## src/rtl/risc_decode_stage_if.sv

```systemverilog
// Fetch-to-decode instruction handshake and the decoded control bundle handed to execute.
interface risc_decode_stage_if #(
    parameter int XLEN           = 32,
    parameter int REG_ADDR_WIDTH = 5
);
    logic                      in_valid;
    logic                      in_ready;
    logic [31:0]               in_instr;
    logic [XLEN-1:0]           in_pc;

    logic                      out_valid;
    logic                      out_ready;
    logic [XLEN-1:0]           out_pc;
    logic [REG_ADDR_WIDTH-1:0] out_rs1;
    logic [REG_ADDR_WIDTH-1:0] out_rs2;
    logic [REG_ADDR_WIDTH-1:0] out_rd;
    logic [XLEN-1:0]           out_imm;
    logic [2:0]                out_alu_op;
    logic                      out_alu_src_b;
    logic                      out_reg_write;
    logic                      out_mem_read;
    logic                      out_mem_write;
    logic                      out_branch;
    logic [1:0]                out_wb_src;
    logic                      out_illegal;

    modport master (
        output in_valid, in_instr, in_pc, out_ready,
        input  in_ready, out_valid, out_pc, out_rs1, out_rs2, out_rd, out_imm,
               out_alu_op, out_alu_src_b, out_reg_write, out_mem_read,
               out_mem_write, out_branch, out_wb_src, out_illegal
    );

    modport slave (
        input  in_valid, in_instr, in_pc, out_ready,
        output in_ready, out_valid, out_pc, out_rs1, out_rs2, out_rd, out_imm,
               out_alu_op, out_alu_src_b, out_reg_write, out_mem_read,
               out_mem_write, out_branch, out_wb_src, out_illegal
    );
endinterface

```

## src/rtl/risc_decode_stage.sv

```systemverilog
// Registered decode stage: one-cycle decode into a control bundle, load-use bubble
// insertion with a saturating bubble counter, and synchronous flush.
module risc_decode_stage #(
    parameter int XLEN           = 32,
    parameter int REG_ADDR_WIDTH = 5,
    parameter int EXT_ALU        = 1
) (
    input  logic                clk,
    input  logic                rst_n,
    input  logic                flush_i,
    risc_decode_stage_if.slave  bus,
    output logic [15:0]         hazard_count_o
);
    localparam logic [6:0] OP_R      = 7'b0110011;
    localparam logic [6:0] OP_I      = 7'b0010011;
    localparam logic [6:0] OP_LOAD   = 7'b0000011;
    localparam logic [6:0] OP_STORE  = 7'b0100011;
    localparam logic [6:0] OP_BRANCH = 7'b1100011;
    localparam logic [1:0] WB_MEM    = 2'b01;

    typedef enum logic [2:0] {
        ALU_ADD    = 3'b000,
        ALU_SUB    = 3'b001,
        ALU_PASS_B = 3'b010,
        ALU_EQ     = 3'b011,
        ALU_AND    = 3'b100,
        ALU_OR     = 3'b101,
        ALU_SLT    = 3'b110
    } alu_op_e;

    typedef struct packed {
        logic [XLEN-1:0]           pc;
        logic [REG_ADDR_WIDTH-1:0] rs1;
        logic [REG_ADDR_WIDTH-1:0] rs2;
        logic [REG_ADDR_WIDTH-1:0] rd;
        logic [XLEN-1:0]           imm;
        logic [2:0]                alu_op;
        logic                      alu_src_b;
        logic                      reg_write;
        logic                      mem_read;
        logic                      mem_write;
        logic                      branch;
        logic [1:0]                wb_src;
        logic                      illegal;
    } bundle_t;

    // Instruction register fields are 5 bits; narrower/wider index widths truncate/zero-extend.
    function automatic logic [REG_ADDR_WIDTH-1:0] reg_idx(input logic [4:0] f);
        logic [REG_ADDR_WIDTH-1:0] r;
        r = '0;
        for (int i = 0; i < REG_ADDR_WIDTH && i < 5; i++) r[i] = f[i];
        return r;
    endfunction

    logic [6:0]      opcode, funct7;
    logic [2:0]      funct3;
    logic [XLEN-1:0] imm_i, imm_s, imm_b;

    assign opcode = bus.in_instr[6:0];
    assign funct3 = bus.in_instr[14:12];
    assign funct7 = bus.in_instr[31:25];
    assign imm_i  = {{(XLEN-12){bus.in_instr[31]}}, bus.in_instr[31:20]};
    assign imm_s  = {{(XLEN-12){bus.in_instr[31]}}, bus.in_instr[31:25], bus.in_instr[11:7]};
    assign imm_b  = {{(XLEN-13){bus.in_instr[31]}}, bus.in_instr[31], bus.in_instr[7],
                     bus.in_instr[30:25], bus.in_instr[11:8], 1'b0};

    bundle_t bundle_q, bundle_d, dec;
    logic    valid_q, valid_d;
    logic [15:0] hazard_cnt_q, hazard_cnt_d;
    logic    legal, use_rs1, use_rs2, ext_hit, hazard, accept;
    alu_op_e ext_alu;

    always_comb begin
        ext_hit = 1'b0;
        ext_alu = ALU_ADD;
        if (EXT_ALU != 0) begin
            case (funct3)
                3'b111:  begin ext_hit = 1'b1; ext_alu = ALU_AND; end
                3'b110:  begin ext_hit = 1'b1; ext_alu = ALU_OR;  end
                3'b010:  begin ext_hit = 1'b1; ext_alu = ALU_SLT; end
                default: ;
            endcase
        end

        dec        = '0;
        dec.pc     = bus.in_pc;
        dec.rs1    = reg_idx(bus.in_instr[19:15]);
        dec.rs2    = reg_idx(bus.in_instr[24:20]);
        dec.rd     = reg_idx(bus.in_instr[11:7]);
        dec.alu_op = ALU_ADD;
        legal      = 1'b0;
        use_rs1    = 1'b0;
        use_rs2    = 1'b0;

        case (opcode)
            OP_R: begin
                if (funct3 == 3'b000 && funct7 == 7'b0000000) legal = 1'b1;
                else if (funct3 == 3'b000 && funct7 == 7'b0100000) begin
                    legal = 1'b1; dec.alu_op = ALU_SUB;
                end else if (ext_hit && funct7 == 7'b0000000) begin
                    legal = 1'b1; dec.alu_op = ext_alu;
                end
                dec.reg_write = legal;
                use_rs1       = legal;
                use_rs2       = legal;
            end
            OP_I: begin
                if (funct3 == 3'b000) legal = 1'b1;
                else if (ext_hit) begin
                    legal = 1'b1; dec.alu_op = ext_alu;
                end
                dec.imm       = legal ? imm_i : '0;
                dec.alu_src_b = legal;
                dec.reg_write = legal;
                use_rs1       = legal;
            end
            OP_LOAD: if (funct3 == 3'b010) begin
                legal = 1'b1; dec.imm = imm_i; dec.alu_src_b = 1'b1; dec.reg_write = 1'b1;
                dec.mem_read = 1'b1; dec.wb_src = WB_MEM; use_rs1 = 1'b1;
            end
            OP_STORE: if (funct3 == 3'b010) begin
                legal = 1'b1; dec.imm = imm_s; dec.alu_src_b = 1'b1; dec.mem_write = 1'b1;
                use_rs1 = 1'b1; use_rs2 = 1'b1;
            end
            OP_BRANCH: if (funct3 == 3'b000) begin
                legal = 1'b1; dec.imm = imm_b; dec.alu_op = ALU_EQ; dec.branch = 1'b1;
                use_rs1 = 1'b1; use_rs2 = 1'b1;
            end
            default: ;
        endcase
        dec.illegal = !legal;
    end

    // A held load whose destination feeds the incoming instruction forces one bubble.
    assign hazard = bus.in_valid && valid_q && bundle_q.mem_read && (bundle_q.rd != '0) &&
                    ((use_rs1 && dec.rs1 == bundle_q.rd) || (use_rs2 && dec.rs2 == bundle_q.rd));
    assign bus.in_ready = (!valid_q || bus.out_ready) && !hazard && !flush_i;
    assign accept       = bus.in_valid && bus.in_ready;

    always_comb begin
        valid_d      = valid_q;
        bundle_d     = bundle_q;
        hazard_cnt_d = hazard_cnt_q;
        if (flush_i) begin
            valid_d = 1'b0;
        end else if (accept) begin
            valid_d  = 1'b1;
            bundle_d = dec;
        end else if (bus.out_ready) begin
            valid_d = 1'b0;
        end
        if (!flush_i && hazard && bus.out_ready && hazard_cnt_q != 16'hFFFF)
            hazard_cnt_d = hazard_cnt_q + 16'd1;
    end

    always_ff @(posedge clk or negedge rst_n) begin
        if (!rst_n) begin
            valid_q      <= 1'b0;
            bundle_q     <= '0;
            hazard_cnt_q <= '0;
        end else begin
            valid_q      <= valid_d;
            bundle_q     <= bundle_d;
            hazard_cnt_q <= hazard_cnt_d;
        end
    end

    assign bus.out_valid     = valid_q;
    assign bus.out_pc        = bundle_q.pc;
    assign bus.out_rs1       = bundle_q.rs1;
    assign bus.out_rs2       = bundle_q.rs2;
    assign bus.out_rd        = bundle_q.rd;
    assign bus.out_imm       = bundle_q.imm;
    assign bus.out_alu_op    = bundle_q.alu_op;
    assign bus.out_alu_src_b = bundle_q.alu_src_b;
    assign bus.out_reg_write = bundle_q.reg_write;
    assign bus.out_mem_read  = bundle_q.mem_read;
    assign bus.out_mem_write = bundle_q.mem_write;
    assign bus.out_branch    = bundle_q.branch;
    assign bus.out_wb_src    = bundle_q.wb_src;
    assign bus.out_illegal   = bundle_q.illegal;
    assign hazard_count_o    = hazard_cnt_q;
endmodule

```

## src/flat_wrapper.sv

```systemverilog
// flat-port wrapper written by rule: the top's interface ports become plain ports
module risc_decode_stage_flat 
#(
    parameter int XLEN           = 32,
    parameter int REG_ADDR_WIDTH = 5,
    parameter int EXT_ALU        = 1
)
  (clk, rst_n, flush_i, hazard_count_o, bus_in_valid, bus_in_instr, bus_in_pc, bus_out_ready, bus_in_ready, bus_out_valid, bus_out_pc, bus_out_rs1, bus_out_rs2, bus_out_rd, bus_out_imm, bus_out_alu_op, bus_out_alu_src_b, bus_out_reg_write, bus_out_mem_read, bus_out_mem_write, bus_out_branch, bus_out_wb_src, bus_out_illegal);
  risc_decode_stage_if #(.XLEN(XLEN), .REG_ADDR_WIDTH(REG_ADDR_WIDTH)) bus_i ();
  input  logic clk;
  input  logic rst_n;
  input  logic flush_i;
  output logic [15:0] hazard_count_o;
  input wire logic [$bits(bus_i.in_valid)-1:0] bus_in_valid;
  input wire logic [$bits(bus_i.in_instr)-1:0] bus_in_instr;
  input wire logic [$bits(bus_i.in_pc)-1:0] bus_in_pc;
  input wire logic [$bits(bus_i.out_ready)-1:0] bus_out_ready;
  output wire logic [$bits(bus_i.in_ready)-1:0] bus_in_ready;
  output wire logic [$bits(bus_i.out_valid)-1:0] bus_out_valid;
  output wire logic [$bits(bus_i.out_pc)-1:0] bus_out_pc;
  output wire logic [$bits(bus_i.out_rs1)-1:0] bus_out_rs1;
  output wire logic [$bits(bus_i.out_rs2)-1:0] bus_out_rs2;
  output wire logic [$bits(bus_i.out_rd)-1:0] bus_out_rd;
  output wire logic [$bits(bus_i.out_imm)-1:0] bus_out_imm;
  output wire logic [$bits(bus_i.out_alu_op)-1:0] bus_out_alu_op;
  output wire logic [$bits(bus_i.out_alu_src_b)-1:0] bus_out_alu_src_b;
  output wire logic [$bits(bus_i.out_reg_write)-1:0] bus_out_reg_write;
  output wire logic [$bits(bus_i.out_mem_read)-1:0] bus_out_mem_read;
  output wire logic [$bits(bus_i.out_mem_write)-1:0] bus_out_mem_write;
  output wire logic [$bits(bus_i.out_branch)-1:0] bus_out_branch;
  output wire logic [$bits(bus_i.out_wb_src)-1:0] bus_out_wb_src;
  output wire logic [$bits(bus_i.out_illegal)-1:0] bus_out_illegal;
  assign bus_i.in_valid = bus_in_valid;
  assign bus_i.in_instr = bus_in_instr;
  assign bus_i.in_pc = bus_in_pc;
  assign bus_i.out_ready = bus_out_ready;
  assign bus_in_ready = bus_i.in_ready;
  assign bus_out_valid = bus_i.out_valid;
  assign bus_out_pc = bus_i.out_pc;
  assign bus_out_rs1 = bus_i.out_rs1;
  assign bus_out_rs2 = bus_i.out_rs2;
  assign bus_out_rd = bus_i.out_rd;
  assign bus_out_imm = bus_i.out_imm;
  assign bus_out_alu_op = bus_i.out_alu_op;
  assign bus_out_alu_src_b = bus_i.out_alu_src_b;
  assign bus_out_reg_write = bus_i.out_reg_write;
  assign bus_out_mem_read = bus_i.out_mem_read;
  assign bus_out_mem_write = bus_i.out_mem_write;
  assign bus_out_branch = bus_i.out_branch;
  assign bus_out_wb_src = bus_i.out_wb_src;
  assign bus_out_illegal = bus_i.out_illegal;
  risc_decode_stage #(.XLEN(XLEN), .REG_ADDR_WIDTH(REG_ADDR_WIDTH), .EXT_ALU(EXT_ALU)) u_core (.clk(clk), .rst_n(rst_n), .flush_i(flush_i), .bus(bus_i), .hazard_count_o(hazard_count_o));
endmodule
```

## config.mk

```make
export PLATFORM = sky130hd
export DESIGN_NAME = risc_decode_stage_flat
export DESIGN_NICKNAME = d
export VERILOG_FILES = /design/src/rtl/risc_decode_stage_if.sv /design/src/rtl/risc_decode_stage.sv /design/src/flat_wrapper.sv
export SDC_FILE = /design/constraint.sdc
export NUM_CORES = 1
export LEC_CHECK = 0
export BUFFER_PORTS_ARGS = -buffer_cell sky130_fd_sc_hd__buf_2
export CORE_UTILIZATION = 31
export CTS_CLUSTER_DIAMETER = 120
export DETAILED_ROUTE_END_ITERATION = 7
export GPL_TIMING_DRIVEN = 1
export HOLD_SLACK_MARGIN = 0.1
export SYNTH_ARGS = -nofsm -noshare
export SYNTH_HDL_FRONTEND = slang
export SYNTH_SLANG_ARGS = --single-unit
```

## constraint.sdc

```tcl
create_clock -name clk -period 2.72 [get_ports clk]
set_input_delay 0.68 -clock clk [delete_from_list [all_inputs] [get_ports clk]]
set_output_delay 0.68 -clock clk [all_outputs]
set_load 0.01 [all_outputs]
```

# --- Word level (Yosys, flattened, before mapping) ---
# Cells that the tools add are included.
# W data, S select, Z words.
op_classes:
  reduce_logical: 28
  n_eq_ne: 12
  addsub: 1
  mux: 34
  n_bitwise: 1
ops:
  columns: ["operator", "count"]
  rows:
  - ["$pmux W32 S4", 1]
  - ["$mux W32", 3]
  - ["$mux W35", 1]
  - ["$eq A7 B6 Y1 const B", 3]
  - ["$mux W3", 6]
  - ["$pmux W3 S3", 2]
  - ["$mux W1", 17]
  - ["$add A16 B1 Y16 const B", 1]
  - ["$ne A16 B16 Y1 const B", 1]
  - ["$logic_and A1 B1 Y1", 15]
  - ["$eq A5 B5 Y1", 2]
  - ["$pmux W1 S3", 3]
  - ["$eq A7 B2 Y1 const B", 1]
  - ["$eq A7 B5 Y1 const B", 1]
  - ["$eq A7 B7 Y1 const B", 1]
  - ["$logic_not A7 Y1", 1]
  - ["$eq A3 B3 Y1 const B", 2]
  - ["$reduce_bool A5 Y1", 1]
  - ["$logic_not A1 Y1", 4]
  - ["$pmux W1 S4", 1]
  - ["$eq A3 B2 Y1 const B", 1]
  - ["$logic_not A3 Y1", 1]
  - ["$reduce_bool A3 Y1", 1]
  - ["$reduce_or A3 Y1", 1]
  - ["other kinds (4)", 5]
totals:
  out_inout_bits: 108
  input_bits: 69
  regBits: 107
  elab_cells: 91

# --- Logic depth before layout (Yosys ltp) ---
# Gate-level depths: netlist of the first run.
logic_depth:
  word_depth: 17
  ltp_mapped: 10
  mapped_depth_nobuf: 7

# --- Worst setup path after synthesis of the first run ---
# OpenSTA, ideal clock, no wires.
synth_path:
  kind: "input port to flip-flop"
  from: "input bus_in_instr[12]"
  to: "register u_core.bundle_q, in the netlist u_core.bus.out_alu_op[0]"
  path_slack_ns: -0.087
  t_arrival_ns: 2.682
  path_stages: 10
  required_ns: 2.595
  path_cell_list: "or2_1 > buf_2 > or3_4 > nor3_4 > o22ai_2 > a21boi_4 > o211a_1 > buf_6 > buf_12 > mux2_4"
synth_between:
  elab_chain_cells: 16
  word_cells_on_any_way: 36
synth_lines:
  columns: ["element", "line_no", "rtl"]
  rows:
  - ["start: declaration", "flat_wrapper.sv:15", "input wire logic [$bits(bus_i.in_instr)-1:0] bus_in_instr;"]
  - ["$eq A3 B3 Y1 or $eq A3 B2 Y1 (tied branches)", "risc_decode_stage.sv:77, risc_decode_stage.sv:117, risc_decode_stage.sv:121", null]
  - ["$reduce_or A3 Y1 (no line)", null, null]
  - ["$mux W1", "risc_decode_stage.sv:77", "case (funct3)"]
  - ["$logic_and A1 B1 Y1", "risc_decode_stage.sv:100", "end else if (ext_hit && funct7 == 7'b0000000) begin"]
  - ["$mux W1", "risc_decode_stage.sv:100", null]
  - ["$mux W1", "risc_decode_stage.sv:98", "else if (funct3 == 3'b000 && funct7 == 7'b0100000) begin"]
  - ["$mux W1", "risc_decode_stage.sv:97", "if (funct3 == 3'b000 && funct7 == 7'b0000000) legal = 1'b1;"]
  - ["$pmux W1 S4 or $pmux W1 S3 (tied branches)", "risc_decode_stage.sv:95", "case (opcode)"]
  - ["$logic_and A1 B1 Y1", "risc_decode_stage.sv:136", "((use_rs1 && dec.rs1 == bundle_q.rd) || (use_rs2 && dec.rs2 == bundle_q.rd));"]
  - ["$logic_or A1 B1 Y1", "risc_decode_stage.sv:136", null]
  - ["$logic_and A1 B1 Y1", "risc_decode_stage.sv:135", "assign hazard = bus.in_valid && valid_q && bundle_q.mem_read && (bundle_q.rd != '0) &&"]
  - ["$logic_not A1 Y1", "risc_decode_stage.sv:137", "assign bus.in_ready = (!valid_q || bus.out_ready) && !hazard && !flush_i;"]
  - ["$logic_and A1 B1 Y1 (2 in a row)", "risc_decode_stage.sv:137", null]
  - ["$logic_and A1 B1 Y1", "risc_decode_stage.sv:138", "assign accept = bus.in_valid && bus.in_ready;"]
  - ["$reduce_and A2 Y1 (no line)", null, null]
  - ["end signal: assignment", "risc_decode_stage.sv:163", "bundle_q <= bundle_d;"]
  - ["end: declaration", "risc_decode_stage.sv:67", "bundle_t bundle_q, bundle_d, dec;"]
# Several ways; a longest one is shown, not always the timed one. The select of a mux whose other input is x is not followed.
# A chain may end at the register's enable or synchronous reset.

# --- Worst setup path after layout of the first run ---
layout_path:
  from: "input bus_in_instr[12]"
  to: "output bus_in_ready"
layout_between:
  elab_chain_cells: 14
  word_cells_on_any_way: 26
layout_lines:
  columns: ["element", "line_no", "rtl"]
  rows:
  - ["$eq A3 B3 Y1 or $eq A3 B2 Y1 (tied branches)", "risc_decode_stage.sv:77, risc_decode_stage.sv:117, risc_decode_stage.sv:121", null]
  - ["$reduce_or A3 Y1 (no line)", null, null]
  - ["$mux W1", "risc_decode_stage.sv:77", null]
  - ["$logic_and A1 B1 Y1", "risc_decode_stage.sv:100", null]
  - ["$mux W1", "risc_decode_stage.sv:100", null]
  - ["$mux W1", "risc_decode_stage.sv:98", null]
  - ["$mux W1", "risc_decode_stage.sv:97", null]
  - ["$pmux W1 S4 or $pmux W1 S3 (tied branches)", "risc_decode_stage.sv:95", null]
  - ["$logic_and A1 B1 Y1", "risc_decode_stage.sv:136", null]
  - ["$logic_or A1 B1 Y1 *", "risc_decode_stage.sv:136", null]
  - ["$logic_and A1 B1 Y1 *", "risc_decode_stage.sv:135", null]
  - ["$logic_not A1 Y1 *", "risc_decode_stage.sv:137", null]
  - ["$logic_and A1 B1 Y1 * (2 in a row)", "risc_decode_stage.sv:137", null]
  - ["end: declaration", "flat_wrapper.sv:18", "output wire logic [$bits(bus_i.in_ready)-1:0] bus_in_ready;"]
# Mark *: on every way between the ends. The rest lies on a longest branch, timed or not. The select of a mux whose other input is x is not followed.

==> results of run 1 <==
-- cells in the final DEF, fill, tap and decap left out, drive strengths merged, types with 14 or more instances in the layout --
cell type and count:
nand3 14, mux2 64, dfrtp 86, xnor2 18, nor2 16, nand2 18
inv 16, buf 206
-- registers in the layout (all words and copies together), names as in the netlist, 3 cells and up --
name and count:
u_core.bus.out_alu_op 3, u_core.bus.out_imm 13, u_core.bus.out_pc 32, u_core.bus.out_rd 5
u_core.bus.out_rs1 5, u_core.bus.out_rs2 5, u_core.hazard_count_o 16
-- per-layer routing --
| metal | part of all wire, % | track usage [%] | wire, um |
|---|---|---|---|
| met4 | 1.3 | 4.40 | 143 |
| met1 | 46 | 19.4 | 4990 |
| met5 | 0 | 0 | 0 |
| met2 | 47 | 23.3 | 5040 |
| met3 | 6.0 | 5.10 | 652 |
-- kinds of logic after synthesis --
family / after synthesis
simple gates: 84
flops: 86
buf+inv: 46
xor+xnor: 24
compound gates: 23
other cells: 1
mux: 73
fa+ha+maj: 1
-- power by group through the flow --
stage / combinational (mW) / clock (mW) / sequential [mW]
after global routing: 0.700 / 1.38 / 1.51
after CTS: 0.647 / 1.32 / 1.50
after floorplan: 0.319 / 0 / 1.56
after detailed placement: 0.638 / 0 / 1.52
after global placement: 0.632 / 0 / 1.51
final: 0.643 / 1.27 / 1.49
-- through the flow --
stage | cell area (sq um) | instances | total power, mW | hold slack (ns) | TNS (ns)
2_1_floorplan | 4460 | 338 | 1.88 | 0.384 | -2.21
3_3_place_gp | 5480 | 687 | 2.14 | 0.478 | -0.452
3_5_place_dp | 5480 | 687 | 2.15 | 0.488 | -6.86
4_1_cts | 5820 | 703 | 3.47 | 0.349 | -0.0605
5_1_grt | 5870 | 706 | 3.58 | 0.381 | -0.114
6_report | 5870 | 706 | 3.41 | 0.335 | -0.0859
-- synth_stat cells (all sizes together), types with 3 or more instances --
cell type,number,area [sq um]
dfrtp,86,2150
mux2,64,950
buf,32,318
nand2,18,67.6
xnor2,18,158
nor2,16,60.1
nand3,14,70.1
inv,12,45.0
mux2i,9,90.1
nand4,9,56.3
nor3,7,62.6
a22o,6,52.6
xor2,6,52.6
and3,3,18.8
nand2b,3,18.8
nor4,3,18.8
-- layout make-up --
| type | instances | area (sq um) |
|---|---|---|
| clock inverters | 7 | 78.8 |
| flip-flops and latches | 86 | 2150 |
| well taps | 180 | 225 |
| repair buffers | 206 | 1170 |
| clock buffers | 9 | 225 |
| multi-input cells | 206 | 1970 |
| inverters | 12 | 45.0 |
| fillers | 1349 | 8060 |
-- path summary, 6_finish.rpt --
kind,start,slack (ns),end
worst max-delay path,bus_in_instr[12],-0.09,bus_in_ready
worst min-delay path,rst_n,0.33,u_core.bus.out_rd[3]
worst max register to register,u_core.bus.out_rd[0],0.36,u_core.bus.out_pc[7]
worst min register to register,u_core.hazard_count_o[8],0.50,u_core.hazard_count_o[8]
max in group asynchronous,rst_n,1.72,u_core.hazard_count_o[9]
min in group clk,u_core.hazard_count_o[8],0.50,u_core.hazard_count_o[8]
-- repair_timing --
item / in CTS / in global routing
pin swaps: 2 / 6
endpoints found under the setup margin: 1 / 1
gates resized for setup: 7 / 4
hold buffers: 0 / 0
buffers inserted: 0 / 3
==> results by group, run 1 <==
Outcome
  – Status: finished, violations left
  – Failing checks: negative setup slack

Power
  – Clk pwr share: 37.3%
  – Pwr/cell area: 581 mW/mm^2
  – Switching power: 920 uW
  – Int Pwr: 2.49 mW
  – Sw Ratio: 27.0%
  – P_leak: 3.00 nW
  – Worst VDD drop: 0.000422 V
  – Sequential Power Share: 43.8%
  – Combinational power share: 18.9%

Setup path
  – Worst-case reg-to-reg path depth: 5
  – Required @ worst endpoint: 2.04 ns
  – CP max stage delay: 0.35 ns
  – CP Launch Type: input pin
  – Worst Setup End Kind: primary output
  – Worst-path maximum fanout: 3
  – Worst-path cell chain: buf_6 -> or2_4 -> or3_4 -> nor3_4 -> o22ai_2 -> a21boi_4 -> o21a_1 -> buf_2
  – Critical path class: input pin to primary output
  – Slowest cell on crit path: or3_4
  – Worst Path Arrival: 2.13 ns
  – Worst path bufs/invs: 2
  – Total number of cells along the worst setup path: 8
  – Delay-heaviest family, CP: simple AND/OR/NAND/NOR gates

Routing
  – DRT iter0 DRCs: 166
  – Via-to-Cell Ratio: 4.59
  – DRC Markers: 0
  – Routed WL: 10800 um
  – Drt pass-1 iters: 4
  – Final antenna-violating net count: 0
  – WL per Instance: 15.3 um
  – Via Count: 3239

Finish
  – Nets: 591
  – Final Core Density: 42.1%
  – Antenna fix cells: 0
  – Area Growth Syn to Fin: 31.9%
  – Share of layout cells above drive strength 1: 56.5%

STA
  – Final Slew Violations: 0
  – Max-slew headroom: 59.3%
  – F_max: 356 MHz
  – Final hold vios: 0
  – Post-route clock skew: 0.00962 ns
  – RSZ-0062 raised after global routing: yes
  – Setup violations, final: 1
  – Setup ws final: -0.0859 ns
  – Final period util: 103%
  – Worst Max-Slew Pin Slew: 0.610 ns
  – Tmin final: 2.81 ns

Global route
  – Largest net degree at the start of global routing: 47
  – GRT overflow: 0
  – Initial antenna violation count: 0
  – GRT Overall Usage: 14.9%
  – Vias in the first global route: 3171
  – First-pass GRT wire length: 16700 um

Synthesis
  – Cell count after synthesis: 338
  – Main combinational cell family by area after synthesis: multiplexers
  – Ys Warns: 0
  – Post-Synth XOR/XNOR Area: 4.72%
  – Simple-gate portion of the synthesized area: 10.3%
  – #FFs+latches synth: 86
  – Post-synthesis net count: 408
  – Post-synth top flop: dfrtp_1
  – Post-synthesis cell area: 0.00445 sq mm
  – Yosys cell types: 49
  – Synth async-reset ratio: 100%
  – Mean post-synth cell area: 13.2 sq um
  – Mux share of post-synthesis cell area: 23.4%
  – EDFF count, synth: 0
  – Sequential fraction of the synthesis area: 48.4%
  – Compound-Gate Fraction of Synth Area: 4.53%
  – Post-Synth Adder-Cell Area: 0.281%

Floorplan
  – Area of the die: 0.0148 sq mm
  – Boundary Pins: 177
  – Die X-Extent: 122 um
  – Initial Utilization: 31.9%
  – Cell Rows: 43
  – Die height: 122 um
  – Core Box Area: 0.0139 sq mm

Placed design
  – DP Wirelength: 8110 um
  – RD Place Congestion: 0.819
  – # port buffers: 175
  – Pre-CTS setup slack: -0.206 ns

Clock tree
  – Root buf cell: clkbuf_16
  – Clk slew on worst S/H paths: 0.07 ns
  – TritonCTS Buffers: 9
  – Clock Tree Buf Depth: 2
  – H-Tree Depth: 3
  – Clock Latency Late Sink: 0.35 ns
  – Clock Sinks: 86
  – CTS tree: done

Flow run
  – Max-Cap Viols: 0

Hold path
  – Hold Crit Class: input pin to async pin
Power figures use the tool's default switching activity.
==> run 2, diff against run 1 <==
- CORE_MARGIN: unset -> 2
- TNS_END_PERCENT: unset -> 30
- clock period: 2.72 -> 3.1 ns (I/O delays scaled with it)
==> results by group, run 2 (same netlist as run 1, synthesis figures left out) <==
Global route
  – Met2 GRT Util: 20.3% (-3.0 points)
  – First-pass GRT wire length: 15900 um (-5.2%)
  – GRT overflow: 0 (unchanged)
  – GR Util met3: 4.17% (-0.94 points)
  – Met1 usage: 18.5% (-0.91 points)
  – Largest net degree at the start of global routing: 87 (+85%)
  – Gr busiest metal: met2
  – GRT Overall Usage: 13.5% (-1.4 points)
  – Initial antenna violation count: 1 (+1)
  – Vias in the first global route: 3114 (-1.8%)

STA
  – F_max: 330 MHz
  – Setup violations, final: 0 (-1)
  – Max-slew headroom: 27.5% (-32 points)
  – Post-route clock skew: 0.00802 ns (-0.00159 ns)
  – Tmin final: 3.03 ns
  – Final Slew Violations: 0 (unchanged)
  – Setup TNS: 0 ns (+0.0859 ns)
  – Worst Max-Slew Pin Slew: 1.09 ns (+0.477 ns)
  – RSZ-0062 raised after global routing: no
  – Final period util: 97.7%
  – Final hold vios: 0 (unchanged)

Routing
  – Final antenna-violating net count: 0 (unchanged)
  – DRC Markers: 0 (unchanged)
  – Drt pass-1 iters: 4 (unchanged)
  – Routed WL: 10500 um (-2.8%)
  – Via Count: 3178 (-1.9%)
  – WL per Instance: 15.2 um (-0.84%)
  – Via-to-Cell Ratio: 4.59 (+0.10%)
  – DRT iter0 DRCs: 120 (-28%)

Floorplan
  – Die height: 124 um (+1.6%)
  – Initial Utilization: 31.9% (unchanged)
  – Cell Rows: 43 (unchanged)
  – Boundary Pins: 177 (unchanged)
  – Die X-Extent: 124 um (+1.6%)
  – Area of the die: 0.0153 sq mm (+3.3%)
  – Core Box Area: 0.0139 sq mm (unchanged)

Placed design
  – DP Wirelength: 7890 um (-2.7%)
  – # port buffers: 175 (unchanged)
  – RD Place Congestion: 0.816 (-0.37%)

Clock tree
  – Root buf cell: clkbuf_16
  – CTS tree: done
  – H-Tree Depth: 3 (unchanged)
  – Clock Tree Buf Depth: 2 (unchanged)
  – Clock Latency Late Sink: 0.33 ns (-0.02 ns)
  – Hold_buf cts: 0 (unchanged)
  – Clk slew on worst S/H paths: 0.06 ns (about the same)
  – TritonCTS Buffers: 9 (unchanged)
  – Clock Sinks: 86 (unchanged)

Finish
  – FF+latch area: 0.00215 sq mm (unchanged)
  – Fill count: 1314 (-2.6%)
  – Share of layout cells above drive strength 1: 53.8% (-2.6 points)
  – Area Growth Syn to Fin: 27.9%
  – Area taken by multi-input logic gates: 0.00195 sq mm (-1.1%)
  – Largest register FFs: 32 (unchanged)
  – Commonest non-fill, non-tap cells in the layout: buf_2, dfrtp_1, mux2_4, xnor2_1, nand2_1
  – Most common cell after layout, fill and taps aside: buf_2
  – Nets: 577 (-2.4%)

Setup path
  – Critical path class: input pin to primary output
  – Worst Path Arrival: 2.25 ns (+0.12 ns)
  – CP Launch Type: input pin
  – Worst-path maximum fanout: 5 (+2)
  – Worst Setup End Kind: primary output
  – Required @ worst endpoint: 2.32 ns (+0.28 ns)

Hold path
  – Hold Crit Class: register to register

Power
  – Total power: 2.90 mW (-15%)
  – P_leak: 2.91 nW (-3.2%)
  – Pwr/cell area: 510 mW/mm^2 (-12%)
  – Worst VDD drop: 0.000189 V (-55%)

Flow run
  – Max-Cap Viols: 0 (unchanged)

Outcome
  – Status: finished, final reports clean
-- run 2: what timing repair did --
action | 4_1_cts | 5_1_grt
resized for setup | 0 | 3
endpoints found under the setup margin | 0 | 1
buffers inserted | 0 | 1
-- run 2: final timing paths --
path | slack, ns | to | startpoint | cells after the start
setup / recovery | 0.07 | bus_in_ready | bus_in_instr[14] | 8
hold / removal | 0.50 | u_core.hazard_count_o[8] | u_core.hazard_count_o[8] | 1
setup reg to reg | 0.47 | u_core.bus.out_pc[8] | u_core.bus.out_rd[0] | 5
hold reg to reg | 0.50 | u_core.hazard_count_o[8] | u_core.hazard_count_o[8] | 1
max in group asynchronous | 1.77 | u_core.bus.out_illegal | rst_n | 1
min in group asynchronous | 0.65 | u_core.bus.out_rs2[0] | rst_n | 1
-- run 2: critical path, cell delays in order --
cell and delay, ns:
buf_2 0.13, or2_1 0.23, or3_4 0.35, nor3_4 0.19, o22ai_2 0.10, a21boi_4 0.16, o21a_1 0.18, buf_2 0.14
-- run 2: metal layers --
layer  vias to the layer above  part of all wire, %
met4                         0                  1.2
met5                         -                    0
met3                        11                  6.6
met2                       116                   46
li1                       1498                    -
met1                      1553                   46
-- run 2: layout make-up --
| type | instances | area share (%) |
|---|---|---|
| clock inverters | 1 | 0.528 |
| well taps | 180 | 3.96 |
| flip-flops and latches | 86 | 37.8 |
| clock buffers | 14 | 4.46 |
| diodes | 1 | 0.0440 |
| repair buffers | 192 | 18.1 |
| inverters | 12 | 0.792 |
| multi-input cells | 206 | 34.3 |
-- run 2: power by group --
group,internal (mW),leakage [nW],switching [mW]
Clock,0.643,0.137,0.405
Combinational,0.303,1.68,0.242
Sequential,1.23,1.09,0.0747
-- run 2: per-stage QoR --
step / instance area (sq um) / util, % / instances / hold WS, ns / worst slack [ns]
after floorplan: 4450 / - / 338 / 0.479 / 0.150
after global placement: 5380 / 38.6 / 675 / 0.480 / 0.0779
after detailed placement: 5380 / 38.6 / 675 / 0.491 / 0.0667
after CTS: 5670 / 40.7 / 690 / 0.505 / 0.0565
after global routing: 5690 / 40.8 / 692 / 0.513 / 0.00593
final: 5690 / 40.8 / 692 / 0.499 / 0.0703
